$ cat config.mk
export PLATFORM = sky130hd
export DESIGN_NAME = swo_tx
export DESIGN_NICKNAME = d
export VERILOG_FILES = /design/src/rtl/swo_tx.sv
export SDC_FILE = /design/constraint.sdc
export NUM_CORES = 1
export LEC_CHECK = 0
export ABC_AREA = 1
export ABC_CLOCK_PERIOD_IN_PS = 5540
export BUFFER_PORTS_ARGS = -buffer_cell sky130_fd_sc_hd__buf_4
export CELL_PAD_IN_SITES_DETAIL_PLACEMENT = 0
export CELL_PAD_IN_SITES_GLOBAL_PLACEMENT = 1
export CORE_ASPECT_RATIO = 0.5
export CORE_MARGIN = 2
export CORE_UTILIZATION = 52
export CTS_CLUSTER_DIAMETER = 200
export DETAILED_ROUTE_END_ITERATION = 6
export PLACE_DENSITY_LB_ADDON = 0.25
export SYNTH_ARGS = -nofsm -noshare
export SYNTH_HDL_FRONTEND = slang
export SYNTH_SLANG_ARGS = --single-unit
$ cat constraint.sdc
create_clock -name fe_clk -period 5.54 [get_ports fe_clk]
set_clock_uncertainty 0.05 [all_clocks]
set_input_delay 0.831 -clock fe_clk [delete_from_list [all_inputs] [get_ports fe_clk]]
set_output_delay 0.831 -clock fe_clk [all_outputs]
set_load 0.02 [all_outputs]
$ cat src/rtl/swo_tx.sv
// swo_tx: byte FIFO feeding a single-wire SWO serialiser. NRZ UART framing by default;
// defining SWO_TX_MANCHESTER_EN selects ARM-style Manchester framing with a trailing low idle bit.
module swo_tx #(
  parameter int pFIFO_DEPTH  = 16,
  parameter int pDIV_WIDTH   = 12,
  parameter int pCOUNT_WIDTH = 16
) (
  input  logic                         fe_clk,
  input  logic                         reset,
  input  logic                         I_enable,
  input  logic [pDIV_WIDTH-1:0]        I_div,
  input  logic [7:0]                   I_data,
  input  logic                         I_valid,
  output logic                         O_ready,
  output logic                         O_swo,
  output logic                         O_busy,
  output logic [$clog2(pFIFO_DEPTH):0] O_fifo_count,
  output logic [pCOUNT_WIDTH-1:0]      O_bytes_sent
);
  localparam int AW = $clog2(pFIFO_DEPTH);
`ifdef SWO_TX_MANCHESTER_EN
  localparam logic IDLE_LVL = 1'b0;
`else
  localparam logic IDLE_LVL = 1'b1;
`endif

  typedef enum logic [1:0] {S_IDLE, S_START, S_DATA, S_STOP} state_t;
  state_t r_state, w_state_nxt;

  logic [7:0]              r_mem [pFIFO_DEPTH];
  logic [AW-1:0]           r_wptr, r_rptr;
  logic [AW:0]             r_count;
  logic                    w_push, w_pop, w_empty;
  logic [7:0]              w_rd_data;
  logic [pDIV_WIDTH-1:0]   r_div, r_cnt;
  logic [2:0]              r_idx;
  logic [7:0]              r_shift, w_shift_nxt;
  logic [pCOUNT_WIDTH-1:0] r_sent;
  logic                    r_swo, w_swo_nxt, w_cnt_end, w_bit_end;
`ifdef SWO_TX_MANCHESTER_EN
  logic                    r_half, w_half_nxt;
`endif

  // Depth is a power of two, so the count MSB alone flags full.
  assign w_empty      = (r_count == '0);
  assign O_ready      = ~r_count[AW];
  assign w_push       = I_valid & O_ready;
  assign w_rd_data    = r_mem[r_rptr];
  assign O_fifo_count = r_count;
  assign O_busy       = (r_state != S_IDLE);
  assign O_swo        = r_swo;
  assign O_bytes_sent = r_sent;

  always_ff @(posedge fe_clk) begin
    if (w_push) r_mem[r_wptr] <= I_data;
  end

  always_ff @(posedge fe_clk or posedge reset) begin
    if (reset) begin
      r_wptr  <= '0;
      r_rptr  <= '0;
      r_count <= '0;
    end else begin
      if (w_push) r_wptr <= r_wptr + 1'b1;
      if (w_pop)  r_rptr <= r_rptr + 1'b1;
      case ({w_push, w_pop})
        2'b10:   r_count <= r_count + 1'b1;
        2'b01:   r_count <= r_count - 1'b1;
        default: ;
      endcase
    end
  end

  assign w_cnt_end = (r_cnt == r_div);
`ifdef SWO_TX_MANCHESTER_EN
  assign w_bit_end = w_cnt_end & r_half;
`else
  assign w_bit_end = w_cnt_end;
`endif

  // FSM: state register
  always_ff @(posedge fe_clk or posedge reset) begin
    if (reset) r_state <= S_IDLE;
    else       r_state <= w_state_nxt;
  end

  // FSM: next state; STOP (gap bit in Manchester) chains straight into the next START
  always_comb begin
    w_state_nxt = r_state;
    w_pop       = 1'b0;
    case (r_state)
      S_IDLE:  if (I_enable && !w_empty) begin
                 w_pop       = 1'b1;
                 w_state_nxt = S_START;
               end
      S_START: if (w_bit_end) w_state_nxt = S_DATA;
      S_DATA:  if (w_bit_end && r_idx == 3'd7) w_state_nxt = S_STOP;
      S_STOP:  if (w_bit_end) begin
                 if (I_enable && !w_empty) begin
                   w_pop       = 1'b1;
                   w_state_nxt = S_START;
                 end else begin
                   w_state_nxt = S_IDLE;
                 end
               end
      default: w_state_nxt = S_IDLE;
    endcase
  end

  // FSM: outputs; line level is computed for the upcoming cycle so O_swo is registered
  always_comb begin
    w_swo_nxt   = IDLE_LVL;
    w_shift_nxt = r_shift;
    if (w_pop)                                 w_shift_nxt = w_rd_data;
    else if (r_state == S_DATA && w_bit_end)   w_shift_nxt = {1'b0, r_shift[7:1]};
`ifdef SWO_TX_MANCHESTER_EN
    w_half_nxt = r_half;
    if (w_pop)                                 w_half_nxt = 1'b0;
    else if (r_state != S_IDLE && w_cnt_end)   w_half_nxt = ~r_half;
    case (w_state_nxt)
      S_START: w_swo_nxt = ~w_half_nxt;
      S_DATA:  w_swo_nxt = w_shift_nxt[0] ^ w_half_nxt;
      default: w_swo_nxt = 1'b0;
    endcase
`else
    case (w_state_nxt)
      S_START: w_swo_nxt = 1'b0;
      S_DATA:  w_swo_nxt = w_shift_nxt[0];
      default: w_swo_nxt = 1'b1;
    endcase
`endif
  end

  always_ff @(posedge fe_clk or posedge reset) begin
    if (reset) begin
      r_div   <= '0;
      r_cnt   <= '0;
      r_idx   <= '0;
      r_shift <= '0;
      r_sent  <= '0;
      r_swo   <= IDLE_LVL;
`ifdef SWO_TX_MANCHESTER_EN
      r_half  <= 1'b0;
`endif
    end else begin
      r_swo   <= w_swo_nxt;
      r_shift <= w_shift_nxt;
`ifdef SWO_TX_MANCHESTER_EN
      r_half  <= w_half_nxt;
`endif
      if (w_pop) begin
        r_div <= I_div;
        r_cnt <= '0;
        r_idx <= '0;
      end else if (r_state != S_IDLE) begin
        r_cnt <= w_cnt_end ? '0 : r_cnt + 1'b1;
        if (r_state == S_DATA && w_bit_end) r_idx <= r_idx + 1'b1;
      end
      if (r_state == S_STOP && w_bit_end) r_sent <= r_sent + 1'b1;
    end
  end
endmodule

# [Word level (Yosys, flattened, before mapping)]
# Memory sizes are Yosys's and may differ from the RTL's.
# Index checks and enable logic that the tools add are counted.
[classes] add_sub_neg=7 eq_ne=9 mux=21 bitwise=2 reduce_logical=12
[op_table] op="$mux 12" count=3
[op_table] op="$add 16x1->16 const B" count=1
[op_table] op="$mux 8" count=2
[op_table] op="$add 12x1->12 const B" count=1
[op_table] op="$eq 12x12->1" count=1
[op_table] op="$pmux 5 s2" count=1
[op_table] op="$mux 3" count=3
[op_table] op="$add 4x1->4 const B" count=2
[op_table] op="$eq 2x2->1 const B" count=4
[op_table] op="$mux 2" count=4
[op_table] op="$pmux 2 s4" count=1
[op_table] op="$reduce_bool 2->1" count=4
[op_table] op="$eq 2x1->1 const B" count=3
[op_table] op="$add 5x1->5 const B" count=1
[op_table] op="$logic_not 5->1" count=1
[op_table] op="$mux 1" count=5
[op_table] op="$sub 5x1->5 const B" count=1
[op_table] op="$logic_and 1x1->1" count=4
[op_table] op="$pmux 1 s2" count=2
[op_table] op="$add 3x1->3 const B" count=1
[op_table] op="$eq 3x3->1 const B" count=1
[op_table] op="$logic_not 2->1" count=1
[op_table] op="$reduce_and 2->1" count=1
[op_table] op="$and 1x1->1" count=1
[op_table] op="other kinds (2)" count=2
[totals] register_bits=67 ram_bits=128 input_bits=24 output_inout_bits=24 word_cells=63 n_memories=1
[mem_list] memory="r_mem" depth=16 width=8 read_ports=1 rd_clocked_by_memory_dff=0 write_ports=1 line="30" source="logic [7:0] r_mem [pFIFO_DEPTH];"

# [Logic depth before layout (Yosys ltp)]
# Gate-level depths: netlist of the first run.
[logic_depth] depth_word=8 mapped_depth=21 ltp_nobuf=20

# [Worst setup path before layout of the first run]
# OpenSTA, ideal clock, no wires.
[synth_timing] path_type="in2reg" start="input port I_enable" end="register r_count[4], in the netlist O_fifo_count[4]" setup_ns=0.130 t_arrival_ns=2.675 t_required_ns=5.360 slack_ns=2.685 cell_stages=15 path_buffers=1 cell_sequence="nand2_1 > or2_2 > inv_1 > nand2_4 > clkinv_4 > buf_4 > ha_1 > xor2_1 > ha_1 > nor2_1 > o21ai_0 > a21oi_1 > xor2_1 > nand2_1 > o21ai_0"
[synth_via] elab_chain_cells=6 word_cells_on_any_way=8 cone_classes="eq/ne (2); mux (4); reduce/logical (2)"
[synth_rtl] item="start, declared" line="10" source="input logic I_enable,"
[synth_rtl] item="$logic_and 1x1->1 (*)" line="92, 99"
[synth_rtl] item="$mux 1 (*)" line="92, 99"
[synth_rtl] item="$mux 1" line="98" source="S_STOP: if (w_bit_end) begin"
[synth_rtl] item="$pmux 1 s2 (*)" line="91" source="case (r_state)"
[synth_rtl] item="$eq 2x1->1 / $eq 2x2->1 (equally long branches)" line="66" source="case ({w_push, w_pop})"
[synth_rtl] item="$pmux 5 s2 / $reduce_bool 2->1 (equally long branches)"
[synth_rtl] item="end signal, assigned" line="67" source="2'b10: r_count <= r_count + 1'b1;"
[synth_rtl] item="end signal, assigned" line="68" source="2'b01: r_count <= r_count - 1'b1;"
[synth_rtl] item="end, declared" line="32" source="logic [AW:0] r_count;"
# Every way passes the cells marked *; elsewhere a longest branch is shown, timed or not.
# A chain may end at the register's enable or synchronous reset.

# [Worst setup path after layout of the first run]
[layout_timing] start="register r_state[0]" end="register r_count[4], in the netlist O_fifo_count[4]"
[layout_via] elab_chain_cells=4 word_cells_on_any_way=7 cone_classes="eq/ne (3); mux (2); reduce/logical (2)"
[layout_rtl] item="start, declared" line="28" source="state_t r_state, w_state_nxt;"
[layout_rtl] item="start signal, assigned" line="84" source="else r_state <= w_state_nxt;"
[layout_rtl] item="$eq 2x2->1 / $logic_not 2->1 (equally long branches)" line="91"
[layout_rtl] item="$pmux 1 s2 (*)" line="91"
[layout_rtl] item="$eq 2x1->1 / $eq 2x2->1 (equally long branches)" line="66"
[layout_rtl] item="$pmux 5 s2 / $reduce_bool 2->1 (equally long branches)"
# Marked as above.

==> results of run 1 <==
kinds of logic after synthesis:
logic type / count (synthesis) / synth area share, %
AND/OR/NAND/NOR: 355 / 17.5
flip-flops: 195 / 62.7
AO/OA/AOI/OAI: 140 / 8.95
buffers and inverters: 106 / 5.06
XOR/XNOR: 33 / 3.28
adder cells (fa/ha/maj): 18 / 2.56
worst max-delay path, cell delays in order (launching register included):
cell	delay, ps
sky130_fd_sc_hd__dfrtp_1	410
sky130_fd_sc_hd__inv_1	100
sky130_fd_sc_hd__ha_1	280
sky130_fd_sc_hd__or2_2	310
sky130_fd_sc_hd__inv_1	120
sky130_fd_sc_hd__nand2_4	170
sky130_fd_sc_hd__clkinv_4	220
sky130_fd_sc_hd__ha_1	300
sky130_fd_sc_hd__xor2_1	130
sky130_fd_sc_hd__ha_1	190
sky130_fd_sc_hd__nor2_1	160
sky130_fd_sc_hd__o21ai_0	110
sky130_fd_sc_hd__a21oi_1	160
sky130_fd_sc_hd__xor2_1	160
sky130_fd_sc_hd__nand2_1	60
sky130_fd_sc_hd__o21ai_0	80
where the power goes:
part           total [uW]  switching (uW)  leakage, uW  internal [uW]
Clock                1240             625     0.000294            615
Sequential           1550               0      0.00193           1550
Combinational        37.1            25.7      0.00187           11.4
metrics by stage:
| stage | std cells | total power [uW] |
|---|---|---|
| final | 1129 | 2830 |
| after global routing | 1129 | 2910 |
| after CTS | 1129 | 2850 |
| after detailed placement | 1097 | 1620 |
| after global placement | 1097 | 1620 |
| after floorplan | 847 | 1590 |
worst paths after layout:
check	start	to	depth (start not counted)
worst max register to register	r_state[0]	O_fifo_count[4]	15
max in group asynchronous	reset	r_rptr[0]	3
worst min register to register	O_bytes_sent[15]	O_bytes_sent[15]	1
worst max-delay path	r_state[0]	O_fifo_count[4]	15
min in group asynchronous	reset	O_fifo_count[0]	3
worst min-delay path	O_bytes_sent[15]	O_bytes_sent[15]	1
cells in the mapped netlist, types with 3 or more instances:
cell type                  count
sky130_fd_sc_hd__xnor2_1       9
sky130_fd_sc_hd__edfxtp_1    128
sky130_fd_sc_hd__nand3_2       3
sky130_fd_sc_hd__nor4_1        3
sky130_fd_sc_hd__a21oi_1      21
sky130_fd_sc_hd__nand2_1     179
sky130_fd_sc_hd__dfrtp_1      66
sky130_fd_sc_hd__ha_1         18
sky130_fd_sc_hd__a21o_1        3
sky130_fd_sc_hd__nor3_2        3
sky130_fd_sc_hd__nor2_1       95
sky130_fd_sc_hd__o221ai_1     10
sky130_fd_sc_hd__inv_1        71
sky130_fd_sc_hd__o22ai_1      13
sky130_fd_sc_hd__clkbuf_1     13
sky130_fd_sc_hd__nand4_1      13
sky130_fd_sc_hd__nand3_1      37
sky130_fd_sc_hd__nor2_2        6
sky130_fd_sc_hd__o21ai_0      82
sky130_fd_sc_hd__buf_6         3
sky130_fd_sc_hd__xor2_1       24
sky130_fd_sc_hd__nand2_2       4
sky130_fd_sc_hd__o211ai_1      6
sky130_fd_sc_hd__nor3_1        4
sky130_fd_sc_hd__inv_2         5
sky130_fd_sc_hd__buf_2        10
cell usage in the layout, fill, tap and decap left out, drive strengths merged, types with 3 or more instances in the layout:
cell    Yosys  routed
nand4      13      13
dfrtp      66      66
nor3        7       7
o21ai      84      84
o211ai      6       6
nand2     185     185
buf        15      51
a21o        3       3
nor4        3       3
nor2      103     103
ha         18      18
nand3      41      41
xnor2       9       9
o221ai     10      10
o22ai      13      13
clkbuf     13      17
clkinv      2       7
inv        76      86
edfxtp    128     128
or2         3       3
a21oi      21      21
xor2       24      24
flip-flops by register name, indices dropped and copies added (netlist names):
| register | flops |
|---|---|
| r_cnt | 12 |
| r_state | 2 |
| r_div | 12 |
| O_fifo_count | 5 |
| r_wptr | 4 |
| O_swo | 1 |
| O_bytes_sent | 16 |
| r_mem | 128 |
| r_rptr | 4 |
| r_idx | 3 |
| r_shift | 8 |
layer usage:
metal,global-route usage (%),wire length [um],part of all wire [%]
met1,28.8,8810,47
met3,5.58,1050,5.6
met5,0,0,0
met4,7.22,195,1.0
met2,36.4,8690,46
final cells by class:
type / instances / area [um2] / area share (%)
timing repair buffer: 51 / 383 / 3.86
sequential: 195 / 5520 / 55.7
inverter: 78 / 298 / 3.00
clock inverter: 15 / 170 / 1.71
multi-input combinational: 546 / 2840 / 28.6
clock buffer: 17 / 425 / 4.29
tap: 227 / 284 / 2.86
==> results by stage, run 1 <==
Clocking:
- TritonCTS built the clock tree.
- The quantity of hold-fixing buffers added after cts is 0.
- The number of buffers added for setup after CTS is 0.
- The number of buffers inserted during clock tree synthesis is 17.
- The root buffer cell chosen for the clock tree is sky130_fd_sc_hd__clkbuf_16.
- Counting along the longest clock path gives a buffer depth of 2.
- The CTS H-tree depth is 4.
- The number of cells upsized or downsized after cts is 0.
- The tree built by TritonCTS fans out to 195 sinks.
- The clock-pin slew reported for the worst setup and hold paths after clock tree synthesis is 80 ps.
- For the worst-skew pair, the clock arrives at the later sink with an insertion delay of 440 ps.

Floorplanning:
- The total die area is 0.0181 mm2.
- The die is 96.0 um tall.
- The region available for standard cell placement spans 0.0165 mm2.
- For this configuration, the core starts out at a cell density of 53.5%.
- The count of boundary I/O pins is 48.
- The cell row count is 33.
- The die is 188 um wide.

Synth:
- The library cell with the largest summed area after synthesis is sky130_fd_sc_hd__edfxtp_1.
- The share of synthesized registers carrying an async set or reset is 34.4%.
- Yosys printed 0 warnings.
- The most used flip-flop cell after synthesis is sky130_fd_sc_hd__edfxtp_1.
- Sequential elements use 62.7% of the synthesized area.
- The area share of the largest cell type after synthesis is 43.6%.
- By area the synthesized netlist is led by sky130_fd_sc_hd__edfxtp_1, sky130_fd_sc_hd__dfrtp_1, sky130_fd_sc_hd__nand2_1, sky130_fd_sc_hd__o21ai_0, sky130_fd_sc_hd__nor2_1.
- Dividing the synthesized area by the synthesized cell count gives 10.4 um2.
- The number of instances in the synthesized netlist is 847.
- The number of nets in the synthesized netlist is 889.
- After synthesis, the netlist uses 39 different library cells.
- The post-synth design cell area is 0.00881 mm2.
- The flip-flop and latch count after synthesis is 195.
- The number of enable-type register cells in the synthesized netlist is 128.

Power:
- Summed over all cells, the static leakage comes to 0.00409 uW.
- VDD sags by at most 221 uV.
- In this run the power density over the cells is 285 mW/mm2.

Placed design:
- The pre-CTS setup slack is 2220 ps.
- Routability-driven placement finished with a final weighted congestion of 0.798.
- After detailed placement, the total cell area comes to 0.00933 mm2.
- Detailed placement ended at an HPWL of 11900 um.
- The count of buffers from port buffering is 47.

Layout:
- The layout filler cell count is 1371.
- The final layout contains 931 nets.
- The layout cell share with drive strength beyond 1 is 12.9%.
- The cell area after layout is 0.00992 mm2.
- Cells fill 60.2% of the core in the end.
- The number of antenna repair diodes is 0.
- The area growth from synthesis to layout is 12.7%.

Setup path:
- In this run the worst path has a maximum fanout of 31.
- The worst setup path is of the reg2reg kind.
- Setup slack on the worst reg-to-reg path comes out at 2440 ps.
- The arrival time reported for the critical path endpoint is 3390 ps.
- The worst setup path is captured at a flop.
- At the worst endpoint, the required time is 5840 ps.
- The worst setup path is launched from a flop.

Timing:
- The worst slack on hold paths is 421 ps.
- The worst-margin pin slew is 1010 ps.
- The setup slack after layout is 2440 ps.
- The final-report max-slew violation count is 0.
- The top achievable clock speed is 323 MHz.
- Of the available clock period, the critical path in the final layout requires 55.9%.
- The smallest clock period supported by the final layout is computed as 3100 ps.
- The final count of hold timing violations is 0.
- Measured against its own limit, the worst slew margin works out to 32.3%.
- Setup repair after global routing left no endpoint under its margin.
- The setup-violating endpoint count in the final report is 0.
- The setup TNS after final layout is 0 ps.

Routing:
- The first routing iteration left 414 violations.
- The final layout contains routed wiring with a total length of 18800 um.
- The ratio of routed vias to standard cells is 5.32.
- Dividing the detail-routed wire length by the instance count gives 16.6 um.
- The overall via count from detail_route is 6010.
- The DRC violations left is 0.
- The first-pass iteration count of the detailed router is 5.
- The count of nets left with antenna violations once routing finished came out at 0.

Global route:
- The global-route wire length before repair is 30100 um.
- Entering global routing, the biggest net connects 73 pins.
- The final global-route overflow total is 0.
- The via count of the first global-routing pass is 5860.
- The initial antenna violation count is 0.
- Global routing consumed, over all layers together, 21.9% of the routing resources.

Status:
- The run finished with clean final reports.

Job:
- Max-cap violations in this run came to 0.

Worst hold path:
- The class of the most critical hold timing path is reg2reg.
Note: power is estimated with default switching activity, not from simulation.
==> run 2: changes to the inputs <==
ABC_AREA = 0   (was 1)
ABC_CLOCK_PERIOD_IN_PS = 2700   (was 5540)
CORE_UTILIZATION = 47   (was 52)
clock period = 2.7 ns   (was 5.54 ns; I/O delays follow)
==> results by stage, run 2 <==
Setup path:
- STA classifies the critical path startpoint as a flop.
- The worst register-to-register path begins at O_fifo_count[4].
- For the worst setup path, the data required time is 2970 ps.
- The setup path with the least slack is of type reg2reg.
- The start point of the critical path is O_fifo_count[4].
- At the worst endpoint, the arrival time is 3050 ps.
- The kind of end point of the critical path is a flop.
- Of all nets on the critical path, the largest fanout is 3.

Placed design:
- The detailed placer's ending HPWL is 11100 um.
- After detailed placement, the total cell area comes to 0.00940 mm2.
- Buffers placed on the I/O ports in this run total 47.
- The last weighted congestion value of the routability-driven placer is 0.816.
- The pre-CTS setup slack is -118 ps.

Timing:
- The final count of hold timing violations is 3.
- Setup repair after global routing could not meet its margin everywhere.
- The setup slack after layout is -86.4 ps.
- The worst slack on hold paths is -0.500 ps.
- The worst path uses 103% of the clock period.
- For the finished layout, the period the worst path requires is 2790 ps.
- For the pin with the worst max-slew slack, the measured transition is 638 ps.
- Summed over all failing endpoints, the final setup total negative slack is -86.4 ps.
- Setup violations remaining at the end of the flow were counted as 1.
- The final-report max-slew violation count is 0.
- Measured against its own limit, the worst slew margin works out to 57.4%.
- The top achievable clock speed is 359 MHz.

Routing:
- In the final routed layout, each cell accounts on average for 19.4 um.
- In the routed design, unresolved DRC markers number 0.
- The routed layout has 4826 vias.
- In this run the remaining antenna-violating nets after routing total 0.
- The ratio of routed vias to standard cells is 5.43.
- For this block, the routed nets add up to 17200 um of wire.
- The first-pass iteration count of the detailed router is 5.
- The DRC violation total after the first TritonRoute iteration is 436.

Layout:
- The register with the most flip-flops in the layout has 128 of them.
- The area growth from synthesis to layout is 18.6%.
- The multi-input combinational cells in the finished layout cover a total of 0.00276 mm2.
- The top cell types in the final layout, fill and taps aside, are sky130_fd_sc_hd__edfxtp_1, sky130_fd_sc_hd__buf_4, sky130_fd_sc_hd__dfrtp_1.
- The number of antenna repair diodes is 0.
- r_mem holds more flip-flops than any other register.
- Of the cells placed in the final design, the portion with a size suffix greater than 1 is 29.7%.
- The layout filler cell count is 1397.
- Registers take 0.00553 mm2.
- The net count reported at finish is 683.
- The finished cells cover 0.00999 mm2.
- The leading cell type in the layout, fill and taps excluded is sky130_fd_sc_hd__edfxtp_1.

Synth:
- The total number of yosys warnings is 0.
- The synthesized design contains 195 register bits.
- In this run, synthesis inferred 128 flip-flops with an integrated enable.
- sky130_fd_sc_hd__edfxtp_1 takes more of the synthesized area than any other cell.
- The post-synth design cell area is 0.00843 mm2.
- By count the netlist is led by sky130_fd_sc_hd__edfxtp_1, sky130_fd_sc_hd__dfrtp_1, sky130_fd_sc_hd__xnor2_1, sky130_fd_sc_hd__mux4_2, sky130_fd_sc_hd__nor2_1.
- Synthesis handed over a netlist of 543 instances.
- The share of synthesized registers carrying an async set or reset is 34.4%.
- In the post-synthesis netlist, the biggest area contributors are sky130_fd_sc_hd__edfxtp_1, sky130_fd_sc_hd__dfrtp_1, sky130_fd_sc_hd__mux4_2, sky130_fd_sc_hd__xnor2_1, sky130_fd_sc_hd__ha_1.
- Yosys instantiated no cell more often than sky130_fd_sc_hd__edfxtp_1.
- The count of unique library cells instantiated by Yosys is 51.
- The most used flip-flop cell after synthesis is sky130_fd_sc_hd__edfxtp_1.
- Counting every net in the synthesized netlist gives 585.
- The fraction of the yosys area taken by sequential cells is 65.5%.
- The area share of the largest cell type after synthesis is 45.6%.
- The average cell area after synthesis is 15.5 um2.

Clocking:
- The number of cells upsized or downsized after cts is 0.
- The number of buffers inserted during clock tree synthesis is 17.
- The CTS H-tree depth is 4.
- Clock-pin slew was measured on the worst setup and hold paths at 80 ps.
- No sink is reached through more buffers than the 2 on the longest clock path.
- Counting every sink on the clock net gives 195.
- The later-pin clock latency in the skew report is 430 ps.
- TritonCTS built the clock tree.
- The number of hold buffers added after CTS was 0.
- The cell chosen for the clock root is sky130_fd_sc_hd__clkbuf_16.

Global route:
- The combined global-route utilization of all metal layers is 19.1%.
- The via count of the first global-routing pass is 4791.
- The pin count of the biggest net entering global routing is 41.
- The initial antenna violation count is 0.
- The global-route wire length before repair is 27100 um.
- Summed over all layers, the global routing overflow is 0.

Floorplanning:
- Measured along the x axis, the die boundary spans 193 um.
- After floorplanning, the core was sized to cover 0.0175 mm2.
- The total die area is 0.0191 mm2.
- The count of boundary I/O pins is 48.
- The die is 98.7 um tall.
- The initial core utilization is 48.2%.
- After floorplanning, the core was divided into 34 placement rows.

Power:
- Power spread over the standard cell area amounts to 575 mW/mm2.
- The internal power of the cells totals 4460 uW.
- The clock network power share is 42.9%.
- Registers are responsible for 55.5% of the overall power.
- The leakage power is 0.00389 uW.
- Of the total power, combinational logic draws 1.5%.
- The largest voltage drop on the vdd net is 415 uV.
- The switching power total is 1280 uW.
- The net switching fraction of the power is 22.4%.

Status:
- The flow ran to the end, but the final reports show violations.
- The checks that failed: hold timing, setup timing.

Job:
- The max-capacitance violation count is 0.

Worst hold path:
- The class of the most critical hold timing path is in2async.
-- run 2: path summary, 6_finish.rpt --
kind / end / slack [ps] / cells past startpoint
worst min-delay path: r_div[11] / -0.5 / 2
worst min register to register: O_bytes_sent[15] / 430 / 1
worst max register to register: O_fifo_count[4] / -90 / 12
worst max-delay path: O_fifo_count[4] / -90 / 12
max in group asynchronous: O_swo / 1920 / 3
min in group fe_clk: r_div[1] / 160 / 2
-- run 2: stage by stage --
stage          util [%]  instances  power [uW]
3_3_place_gp       53.7        854        3340
3_5_place_dp       53.7        854        3340
5_1_grt            57.2        888        5940
6_report           57.2        888        5740
4_1_cts            57.2        888        5800
2_1_floorplan         -        543        3280
-- run 2: cell families (layout without fill, tap and decap cells) --
logic type	count (synthesis)	after routing	share of synthesized area [%]
AO/OA/AOI/OAI	67	67	5.58
AND/OR/NAND/NOR	112	112	6.89
multiplexers	66	66	12.0
buffers and inverters	38	149	2.14
adder cells (fa/ha/maj)	18	18	2.67
flip-flops	195	195	65.5
XOR/XNOR	47	47	5.24
-- run 2: power groups by stage --
stage | logic, uW | clock network, uW | registers (uW)
3_5_place_dp | 90.4 | 0 | 3250
5_1_grt | 100 | 2660 | 3190
6_report | 88.5 | 2470 | 3190
4_1_cts | 90.9 | 2520 | 3190
2_1_floorplan | 22.4 | 0 | 3260
3_3_place_gp | 88.7 | 0 | 3250
-- run 2: timing repair --
action                                  CTS  global route
pin swaps                                 2             2
endpoints found under the setup margin    1             4
buffers inserted                          2             0
-- run 2: critical path: stages, from the launching register on --
cell,delay [ps]
sky130_fd_sc_hd__dfrtp_1,380
sky130_fd_sc_hd__or4_4,530
sky130_fd_sc_hd__o211a_1,230
sky130_fd_sc_hd__o21a_1,140
sky130_fd_sc_hd__ha_4,170
sky130_fd_sc_hd__xor2_1,140
sky130_fd_sc_hd__ha_2,180
sky130_fd_sc_hd__o21a_1,170
sky130_fd_sc_hd__o22a_1,200
sky130_fd_sc_hd__a21oi_2,130
sky130_fd_sc_hd__xor2_1,150
sky130_fd_sc_hd__nor2_1,70
sky130_fd_sc_hd__xnor2_1,130
-- run 2: layer usage --
layer	GRT usage, %	vias up	routed length, um
met2	29.0	112	7840
met5	0	-	0
li1	-	2257	-
met1	28.2	2443	8380
met3	3.87	14	808
met4	5.28	0	157
-- run 2: layout make-up --
cell class                      instances  area share (%)
Clock buffer                           17            4.26
Multi-Input combinational cell        310            27.6
Inverter                               18           0.676
Clock inverter                         15            1.57
Sequential cell                       195            55.3
Tap cell                              234            2.93
Timing Repair Buffer                   99            7.69
